==> src/rtl/gerenciador_senha_if.sv <==
// Bus between the safe and the password-programming controller.
// The master drives the keypad/FSM side; the slave is the controller itself.
interface gerenciador_senha_if;
    logic        desbloqueado;
    logic        prog;
    logic        confirma;
    logic [3:0]  digito;
    logic [15:0] senha;
    logic [15:0] entrada;
    logic        ativo;
    logic        fase;
    logic [1:0]  indice;
    logic        ok;
    logic        falha;

    modport master (
        output desbloqueado, prog, confirma, digito,
        input  senha, entrada, ativo, fase, indice, ok, falha
    );

    modport slave (
        input  desbloqueado, prog, confirma, digito,
        output senha, entrada, ativo, fase, indice, ok, falha
    );
endinterface

==> src/rtl/gerenciador_senha.sv <==
// Password-programming controller: new entry, confirmation entry, then commit
// on match. Every output is driven straight from a register.
module gerenciador_senha #(
    parameter logic [15:0] SENHA_PADRAO = 16'h3015,
    parameter logic [28:0] TIMEOUT      = 29'd500_000_000
) (
    input  logic               MAX10_CLK1_50,
    input  logic               reset,
    gerenciador_senha_if.slave io_bus
);

    typedef enum logic [1:0] {OCIOSO, NOVO, CONFIRMA, VERIFICA} estado_t;

    estado_t     r_estado, w_estadoProx;
    logic [15:0] r_novo, w_novoProx;
    logic [15:0] r_conf, w_confProx;
    logic [15:0] r_senha, w_senhaProx;
    logic [15:0] r_entrada, w_entradaProx;
    logic [1:0]  r_indice, w_indiceProx;
    logic [28:0] r_timer, w_timerProx;
    logic        r_fase, w_faseProx;
    logic        r_ok, w_okProx;
    logic        r_falha, w_falhaProx;
    logic        r_ativo;
    logic        w_digitoValido;

    // Digit 1 lives in the top nibble, so index 0 maps to bits [15:12].
    function automatic logic [15:0] inserirDigito(input logic [15:0] valor,
                                                  input logic [1:0]  idx,
                                                  input logic [3:0]  d);
        logic [15:0] res;
        res = valor;
        case (idx)
            2'd0:    res[15:12] = d;
            2'd1:    res[11:8]  = d;
            2'd2:    res[7:4]   = d;
            default: res[3:0]   = d;
        endcase
        return res;
    endfunction

    assign w_digitoValido = io_bus.confirma && (io_bus.digito <= 4'd9);

    always_comb begin
        w_estadoProx = r_estado;
        w_novoProx   = r_novo;
        w_confProx   = r_conf;
        w_senhaProx  = r_senha;
        w_indiceProx = r_indice;
        w_timerProx  = r_timer;
        w_faseProx   = r_fase;
        w_okProx     = 1'b0;
        w_falhaProx  = 1'b0;

        case (r_estado)
            OCIOSO: begin
                if (io_bus.prog && io_bus.desbloqueado) begin
                    w_estadoProx = NOVO;
                end
            end
            NOVO, CONFIRMA: begin
                if (!io_bus.desbloqueado) begin
                    w_estadoProx = OCIOSO;
                    w_falhaProx  = 1'b1;
                end else if (r_timer == TIMEOUT - 29'd1) begin
                    w_estadoProx = OCIOSO;
                    w_falhaProx  = 1'b1;
                end else if (w_digitoValido) begin
                    if (r_estado == NOVO) begin
                        w_novoProx = inserirDigito(r_novo, r_indice, io_bus.digito);
                    end else begin
                        w_confProx = inserirDigito(r_conf, r_indice, io_bus.digito);
                    end
                    w_indiceProx = r_indice + 2'd1;
                    w_timerProx  = '0;
                    if (r_indice == 2'd3) begin
                        if (r_estado == NOVO) begin
                            w_estadoProx = CONFIRMA;
                            w_faseProx   = 1'b1;
                        end else begin
                            w_estadoProx = VERIFICA;
                        end
                    end
                end else begin
                    w_timerProx = r_timer + 29'd1;
                end
            end
            default: begin
                w_estadoProx = OCIOSO;
                if (r_novo == r_conf) begin
                    w_senhaProx = r_novo;
                    w_okProx    = 1'b1;
                end else begin
                    w_falhaProx = 1'b1;
                end
            end
        endcase

        // Entering or staying idle always wipes the entry context.
        if (w_estadoProx == OCIOSO) begin
            w_novoProx   = 16'hFFFF;
            w_confProx   = 16'hFFFF;
            w_indiceProx = 2'd0;
            w_faseProx   = 1'b0;
            w_timerProx  = '0;
        end

        w_entradaProx = w_faseProx ? w_confProx : w_novoProx;
    end

    always_ff @(posedge MAX10_CLK1_50) begin
        if (reset) begin
            r_estado  <= OCIOSO;
            r_novo    <= 16'hFFFF;
            r_conf    <= 16'hFFFF;
            r_senha   <= SENHA_PADRAO;
            r_entrada <= 16'hFFFF;
            r_indice  <= 2'd0;
            r_timer   <= '0;
            r_fase    <= 1'b0;
            r_ok      <= 1'b0;
            r_falha   <= 1'b0;
            r_ativo   <= 1'b0;
        end else begin
            r_estado  <= w_estadoProx;
            r_novo    <= w_novoProx;
            r_conf    <= w_confProx;
            r_senha   <= w_senhaProx;
            r_entrada <= w_entradaProx;
            r_indice  <= w_indiceProx;
            r_timer   <= w_timerProx;
            r_fase    <= w_faseProx;
            r_ok      <= w_okProx;
            r_falha   <= w_falhaProx;
            r_ativo   <= (w_estadoProx != OCIOSO);
        end
    end

    assign io_bus.senha   = r_senha;
    assign io_bus.entrada = r_entrada;
    assign io_bus.ativo   = r_ativo;
    assign io_bus.fase    = r_fase;
    assign io_bus.indice  = r_indice;
    assign io_bus.ok      = r_ok;
    assign io_bus.falha   = r_falha;

endmodule

==> src/flat_wrapper.sv <==
// flat-port wrapper written by rule: the top's interface ports become plain ports
module gerenciador_senha_flat 
#(
    parameter logic [15:0] SENHA_PADRAO = 16'h3015,
    parameter logic [28:0] TIMEOUT      = 29'd500_000_000
)
  (MAX10_CLK1_50, reset, io_bus_desbloqueado, io_bus_prog, io_bus_confirma, io_bus_digito, io_bus_senha, io_bus_entrada, io_bus_ativo, io_bus_fase, io_bus_indice, io_bus_ok, io_bus_falha);
  gerenciador_senha_if io_bus_i ();
  input  logic MAX10_CLK1_50;
  input  logic reset;
  input wire logic [$bits(io_bus_i.desbloqueado)-1:0] io_bus_desbloqueado;
  input wire logic [$bits(io_bus_i.prog)-1:0] io_bus_prog;
  input wire logic [$bits(io_bus_i.confirma)-1:0] io_bus_confirma;
  input wire logic [$bits(io_bus_i.digito)-1:0] io_bus_digito;
  output wire logic [$bits(io_bus_i.senha)-1:0] io_bus_senha;
  output wire logic [$bits(io_bus_i.entrada)-1:0] io_bus_entrada;
  output wire logic [$bits(io_bus_i.ativo)-1:0] io_bus_ativo;
  output wire logic [$bits(io_bus_i.fase)-1:0] io_bus_fase;
  output wire logic [$bits(io_bus_i.indice)-1:0] io_bus_indice;
  output wire logic [$bits(io_bus_i.ok)-1:0] io_bus_ok;
  output wire logic [$bits(io_bus_i.falha)-1:0] io_bus_falha;
  assign io_bus_i.desbloqueado = io_bus_desbloqueado;
  assign io_bus_i.prog = io_bus_prog;
  assign io_bus_i.confirma = io_bus_confirma;
  assign io_bus_i.digito = io_bus_digito;
  assign io_bus_senha = io_bus_i.senha;
  assign io_bus_entrada = io_bus_i.entrada;
  assign io_bus_ativo = io_bus_i.ativo;
  assign io_bus_fase = io_bus_i.fase;
  assign io_bus_indice = io_bus_i.indice;
  assign io_bus_ok = io_bus_i.ok;
  assign io_bus_falha = io_bus_i.falha;
  gerenciador_senha #(.SENHA_PADRAO(SENHA_PADRAO), .TIMEOUT(TIMEOUT)) u_core (.MAX10_CLK1_50(MAX10_CLK1_50), .reset(reset), .io_bus(io_bus_i));
endmodule
==> config.mk <==
export PLATFORM = sky130hd
export DESIGN_NAME = gerenciador_senha_flat
export DESIGN_NICKNAME = d
export VERILOG_FILES = /design/src/rtl/gerenciador_senha_if.sv /design/src/rtl/gerenciador_senha.sv /design/src/flat_wrapper.sv
export SDC_FILE = /design/constraint.sdc
export NUM_CORES = 1
export LEC_CHECK = 0
export ABC_AREA = 1
export BUFFER_PORTS_ARGS = -buffer_cell sky130_fd_sc_hd__buf_2
export CORE_MARGIN = 8
export CORE_UTILIZATION = 54
export DETAILED_ROUTE_END_ITERATION = 6
export GPL_TIMING_DRIVEN = 0
export PLACE_DENSITY_LB_ADDON = 0.2
export SLEW_MARGIN = 20
export SYNTH_ARGS = -nofsm -noshare
export SYNTH_HDL_FRONTEND = slang
export SYNTH_SLANG_ARGS = --single-unit
==> constraint.sdc <==
create_clock -name MAX10_CLK1_50 -period 1.9 [get_ports MAX10_CLK1_50]
set_clock_uncertainty 0.05 [all_clocks]
set_input_delay 0.19 -clock MAX10_CLK1_50 [delete_from_list [all_inputs] [get_ports MAX10_CLK1_50]]
set_output_delay 0.19 -clock MAX10_CLK1_50 [all_outputs]
set_load 0.005 [all_outputs]
== Word-level counts from Yosys, hierarchy flattened ==
Cells that the tools add are included.

* $add $sub $neg: 2
* $lt $le $gt $ge: 1
* Equal/unequal tests: 7
* Multiplexer cells: 41
* Bitwise logic cells: 2
* Reductions and logical operators: 14

{| class="wikitable"
|+ Operators with widths
! operator !! count
|-
| $mux W16 || 13
|-
| $mux W4 || 8
|-
| $add A29 B1 Y29 const B || 1
|-
| $eq A29 B29 Y1 const B || 1
|-
| $mux W29 || 1
|-
| $eq A16 B16 Y1 || 1
|-
| $mux W1 || 12
|-
| $mux W2 || 5
|-
| $eq A2 B2 Y1 const B || 3
|-
| $logic_not A2 Y1 || 3
|-
| $reduce_or A3 Y1 || 2
|-
| $eq A2 B1 Y1 const B || 2
|-
| $le A4 B4 Y1 const B || 1
|-
| $pmux W2 S2 || 1
|-
| $reduce_and A4 Y1 || 1
|-
| $reduce_or A2 Y1 || 2
|-
| $reduce_or A4 Y1 || 1
|-
| $reduce_and A3 Y1 || 1
|-
| $add A2 B1 Y2 const B || 1
|-
| $logic_and A1 B1 Y1 || 2
|-
| $not A1 Y1 || 2
|-
| $pmux W1 S2 || 1
|-
| $reduce_and A2 Y1 || 1
|-
| $reduce_bool A2 Y1 || 1
|}

* Bits in registers: 101
* Output and inout port bits: 38
* Logic and storage cells: 78

== Depth between registers and ports, before layout ==
* Depth after elaboration: 10
* Depth in mapped cells: 16
* Depth with buffers taken out: 15

== Worst setup path before layout ==
OpenSTA, ideal clock, no wires.

* Kind: register -> register
* Start: register u_core.r_estado[0]
* End: register u_core.r_entrada[10] (netlist: u_core.io_bus.entrada[10])
* Setup time: 0.134 ns
* Arrival: 1.835 ns
* Slack: -0.119 ns
* Stages on the path, launching flop included: 12
* Period minus slack after synthesis: 2.019 ns
* Cells stage by stage: dfxtp_1 > inv_1 > ha_1 > inv_1 > nor2_4 > nand3_4 > nor2_2 > nand2_1 > nand2_1 > nand2_1 > nand3_1 > nand3_1

* Word-level cells in the longest chain between the ends: 10
* Elaborated cells between the ends (all ways): 32
* Those cells by class: eq/ne: 2; mux: 27; reduce/logical: 3

{| class="wikitable"
|+ RTL lines
! item !! RTL line !! text
|-
| start: declaration || gerenciador_senha.sv:14 || <nowiki>estado_t r_estado, w_estadoProx;</nowiki>
|-
| start signal: assignment || gerenciador_senha.sv:125 || <nowiki>r_estado <= w_estadoProx;</nowiki>
|-
| $eq A2 B1 Y1 || gerenciador_senha.sv:55, gerenciador_senha.sv:69, gerenciador_senha.sv:77 ||
|-
| $mux W1 || gerenciador_senha.sv:77 || <nowiki>if (r_estado == NOVO) begin</nowiki>
|-
| $mux W2 || gerenciador_senha.sv:76 || <nowiki>if (r_indice == 2'd3) begin</nowiki>
|-
| $mux W2 || gerenciador_senha.sv:68 || <nowiki>end else if (w_digitoValido) begin</nowiki>
|-
| $mux W2 || gerenciador_senha.sv:65 || <nowiki>end else if (r_timer == TIMEOUT - 29'd1) begin</nowiki>
|-
| $mux W2 || gerenciador_senha.sv:62 || <nowiki>if (!io_bus.desbloqueado) begin</nowiki>
|-
| $pmux W2 S2 || gerenciador_senha.sv:55 || <nowiki>case (r_estado)</nowiki>
|-
| $logic_not A2 Y1 || gerenciador_senha.sv:100 || <nowiki>if (w_estadoProx == OCIOSO) begin</nowiki>
|-
| $mux W16 / $mux W1 (equally long branches) || gerenciador_senha.sv:100 ||
|-
| $mux W16 * || gerenciador_senha.sv:108 || <nowiki>w_entradaProx = w_faseProx ? w_confProx : w_novoProx;</nowiki>
|-
| end signal: assignment || gerenciador_senha.sv:129 || <nowiki>r_entrada <= w_entradaProx;</nowiki>
|-
| end: declaration || gerenciador_senha.sv:18 || <nowiki>logic [15:0] r_entrada, w_entradaProx;</nowiki>
|}

Mark *: on every way between the ends. The rest lies on a longest branch, timed or not.
A chain may end at the register's enable or synchronous reset.

== Worst setup path after layout ==
* Start: register u_core.r_timer[0]
* End: register u_core.r_entrada[13] (netlist: u_core.io_bus.entrada[13])

* Word-level cells in the longest chain between the ends: 7
* Elaborated cells between the ends (all ways): 18
* Those cells by class: eq/ne: 1; mux: 16; reduce/logical: 1

{| class="wikitable"
|+ RTL lines
! item !! RTL line !! text
|-
| start: declaration || gerenciador_senha.sv:20 || <nowiki>logic [28:0] r_timer, w_timerProx;</nowiki>
|-
| start signal: assignment || gerenciador_senha.sv:131 || <nowiki>r_timer <= w_timerProx;</nowiki>
|-
| $eq A29 B29 Y1 * || gerenciador_senha.sv:65 ||
|-
| $mux W2 || gerenciador_senha.sv:65 ||
|-
| $mux W2 || gerenciador_senha.sv:62 ||
|-
| $pmux W2 S2 || gerenciador_senha.sv:55 ||
|-
| $logic_not A2 Y1 || gerenciador_senha.sv:100 ||
|-
| $mux W16 / $mux W1 (equally long branches) || gerenciador_senha.sv:100 ||
|-
| $mux W16 * || gerenciador_senha.sv:108 ||
|}

Marked as above.

==> flow_summary.toml <==
[finish]
layout-drive-gt1-share_pct = 31.9
instances_no_fill = 914
nets = 817
syn2layout_area_growth_pct = 33.5
antennaDiodeCount = 0

[critical_path]
crit_required_ps = 2090
r2r_end = "u_core.io_bus.entrada[13]"
worst_path_max_delay_cell = "dfxtp_2"
worstPathCellList = "ha_4 > nand2_4 > nor2_4 > nand2_4 > nor2_4 > nand2_4 > nand4_1 > nand2_1 > nand2_2 > nand2_4 > buf_12 > buf_12 > nand3_1 > nand3_1"
critPathLaunchType = "flip-flop"
criticalPathCategory = "flip-flop to flip-flop"
worstPathArrival_ps = 2270
critPathMaxFanout = 10
crit_path_end_kind = "flip-flop"
reg2reg_from = "u_core.r_timer[0]"
slowest_delay_ps = 360
cpMostUsedCell = "nand2_4"
worst-r2r-setup-slack_ps = -180
rr_worst_depth = 14

[yosys]
netlist_instances = 698
synth-seq-cells = 101
synth-edff-count = 0
synthArstFlopShare_pct = 0
synth_flop_cell = "dfxtp_1"
ys_seq_area_share_pct = 40.3
synth.distinct_cells = 33
postSynthAreaPerCell_sq_um = 7.18
syn_area_sq_um = 5010
syn-num-nets = 717
yosys_warnings = 0

[die]
io-pin-count = 47
die_h_microns = 112
dieArea_sq_um = 12600
core_area_sq_um = 9110
die_w_microns = 112
num_rows = 35
start_util_pct = 55.0

[grt]
top_usage_layer = "met2"
grt_max_degree = 19
met1_usage_pct = 29.8
gr-usage-met3_pct = 5.48
antenna_found_initial = 0
grt_pass1_vias = 4965
grt_util_met2_pct = 40.6
grt_pass1_wl_microns = 24700
grt_overflow = 0
grt_usage_pct = 24.5

[worst_hold_path]
holdCritStartpoint = "reset"
min_delay_path_depth = 2
hp-class = "input pin to flip-flop"
min_to = "u_core.io_bus.falha"

[route]
drt_iter0_drc = 539
detail_route.wirelength_microns = 16500
ant_nets = 0
wl_per_cell_microns = 18.0
drtPass1Iterations = 5
dr_total_vias = 5247
drc = 0
vias_per_cell = 5.74

[place]
place_congestion = 0.902
portBuffers = 45
hpwl_microns = 10700
dp.cells = 854

[flow_run]
cap_violations = 0

[clock_network]
cts_buffers = 9
clock_latency_ps = 380
clock_sinks = 101
cts_tree = "built"
ctsRootBufferMaster = "clkbuf_8"
path_clk_slew_ps = 100
htree_levels = 3
clk_path_buf_depth = 2
ctsHoldBuffers = 0

[power_and_ir_drop]
peakVddDrop_uv = 521
powerDensity_nw_per_um2 = 602
p_leak_uw = 0.00271

[timing]
final.setup.worst_slack_ps = -179
worst_pin_slew_ps = 649
setup_violations = 69
finalMaxSlewViolations = 0
setup_total_negative_slack_ps = -7050
finalHoldViolCount = 0
rsz0062_at_grt = "yes"
post-route-period-util_pct = 109
fin_crit_ps = 2080
slew_headroom_pct = 56.7
max_clock_freq_mhz = 481

[status]
failed_checks = "setup timing"
outcome = "finished, violations left"
-- stage by stage --
stage / power [uW] / setup slack, ps / instance area [sq um] / utilization (%) / hold WS (ps)
global placement: 2420 / -443 / 5400 / 59.3 / 403
detailed placement: 2430 / -445 / 5400 / 59.3 / 408
CTS: 3960 / -89.0 / 6140 / 67.5 / 113
floorplan: 2340 / 0.154 / 5040 / - / 291
finish: 4030 / -179 / 6690 / 73.5 / 119
global route: 4150 / -293 / 6690 / 73.5 / 128
-- cells in the final DEF, fill, tap and decap left out, types with 14 or more instances in the layout --
master / Yosys / final
dfxtp_1: 101 / 84
buf_2: 4 / 46
nor3_1: 17 / 17
dfxtp_2: 0 / 14
xnor2_1: 17 / 15
a21oi_1: 28 / 27
inv_1: 52 / 46
xor2_1: 19 / 19
nor2_1: 72 / 61
nand2_2: 6 / 31
nand3_2: 0 / 30
nand3_1: 82 / 49
nand2_1: 199 / 161
buf_4: 2 / 33
nand4_1: 28 / 28
-- report_power, final --
part,switching [uW],total (uW),internal [uW],leakage [uW]
combinational,258,424,166,0.00179
clock,816,1480,668,0.000106
sequential,4.77,2120,2120,0.000819
total,1080,4030,2950,0.00271
-- sequential cells by signal, indices dropped and copies added, names as in the netlist --
register	cells
u_core.io_bus.entrada	16
u_core.r_conf	16
u_core.r_estado	2
u_core.io_bus.ok	1
u_core.r_novo	16
u_core.io_bus.senha	16
u_core.io_bus.falha	1
u_core.io_bus.ativo	1
u_core.io_bus.fase	1
u_core.io_bus.indice	2
u_core.r_timer	29
-- critical path: cells and delay by family (launching register included) --
family                     cells  cell delay, ps
adders and majority gates      1             160
DFF                            1             360
buffers and inverters          2             310
and+or+nand+nor               11            1060
-- routing by layer --
layer  up-vias  share of wire (%)  wire, microns
met5         -                  0              0
met4         0                3.7            612
met2       236                 49           8100
li1       2470                  -              -
met1      2489                 40           6670
met3        52                6.7           1110
-- cell families (layout without fill, tap and decap cells) --
group,Yosys count,count (layout),share of synthesized area [%]
AOI/OAI and AO/OA,47,47,5.27
xor gates and xnor gates,36,36,6.29
adders and majority gates,10,10,2.50
buffers and inverters,78,182,7.02
DFF,101,101,40.3
and+or+nand+nor,426,427,38.6
-- worst max-delay path by stage --
stage	start	to	slack (ps)	cells after the start
after floorplan	u_core.r_timer[0]	u_core.io_bus.entrada[4]	0.2	12
after global placement	u_core.r_timer[0]	u_core.io_bus.entrada[0]	-440	14
after detailed placement	u_core.r_timer[0]	u_core.io_bus.entrada[15]	-450	14
after CTS	u_core.r_timer[0]	u_core.r_timer[0]	-90	15
after global routing	u_core.r_timer[0]	u_core.io_bus.entrada[1]	-290	15
final	u_core.r_timer[0]	u_core.io_bus.entrada[13]	-180	14
-- what timing repair did --
action,4_1_cts,5_1_grt
hold endpoints to repair,0,0
endpoints found under the setup margin,97,92
setup buffers,25,14
resized for setup,74,108
cloned,2,3
pin swaps,16,26
-- cell usage after synthesis (all sizes together), types with 11 or more instances --
cell / instances / area, sq um
nor2: 76 / 305
inv: 57 / 219
nand4: 28 / 175
o21ai: 12 / 63.8
xnor2: 17 / 149
dfxtp: 101 / 2020
nor3: 17 / 85.1
a21oi: 28 / 140
xor2: 19 / 166
buf: 11 / 95.1
nand2: 209 / 838
nand3: 84 / 445
-- layout make-up --
cell class / count / area (sq um)
Clock inverter: 6 / 80.1
Clock buffer: 10 / 138
Multi-Input combinational cell: 520 / 3180
Inverter: 57 / 239
Sequential cell: 101 / 2050
Fill cell: 685 / 2420
Timing Repair Buffer: 88 / 667
Tap cell: 111 / 139
Buffer: 21 / 194
(Power assumes the default switching activity.)
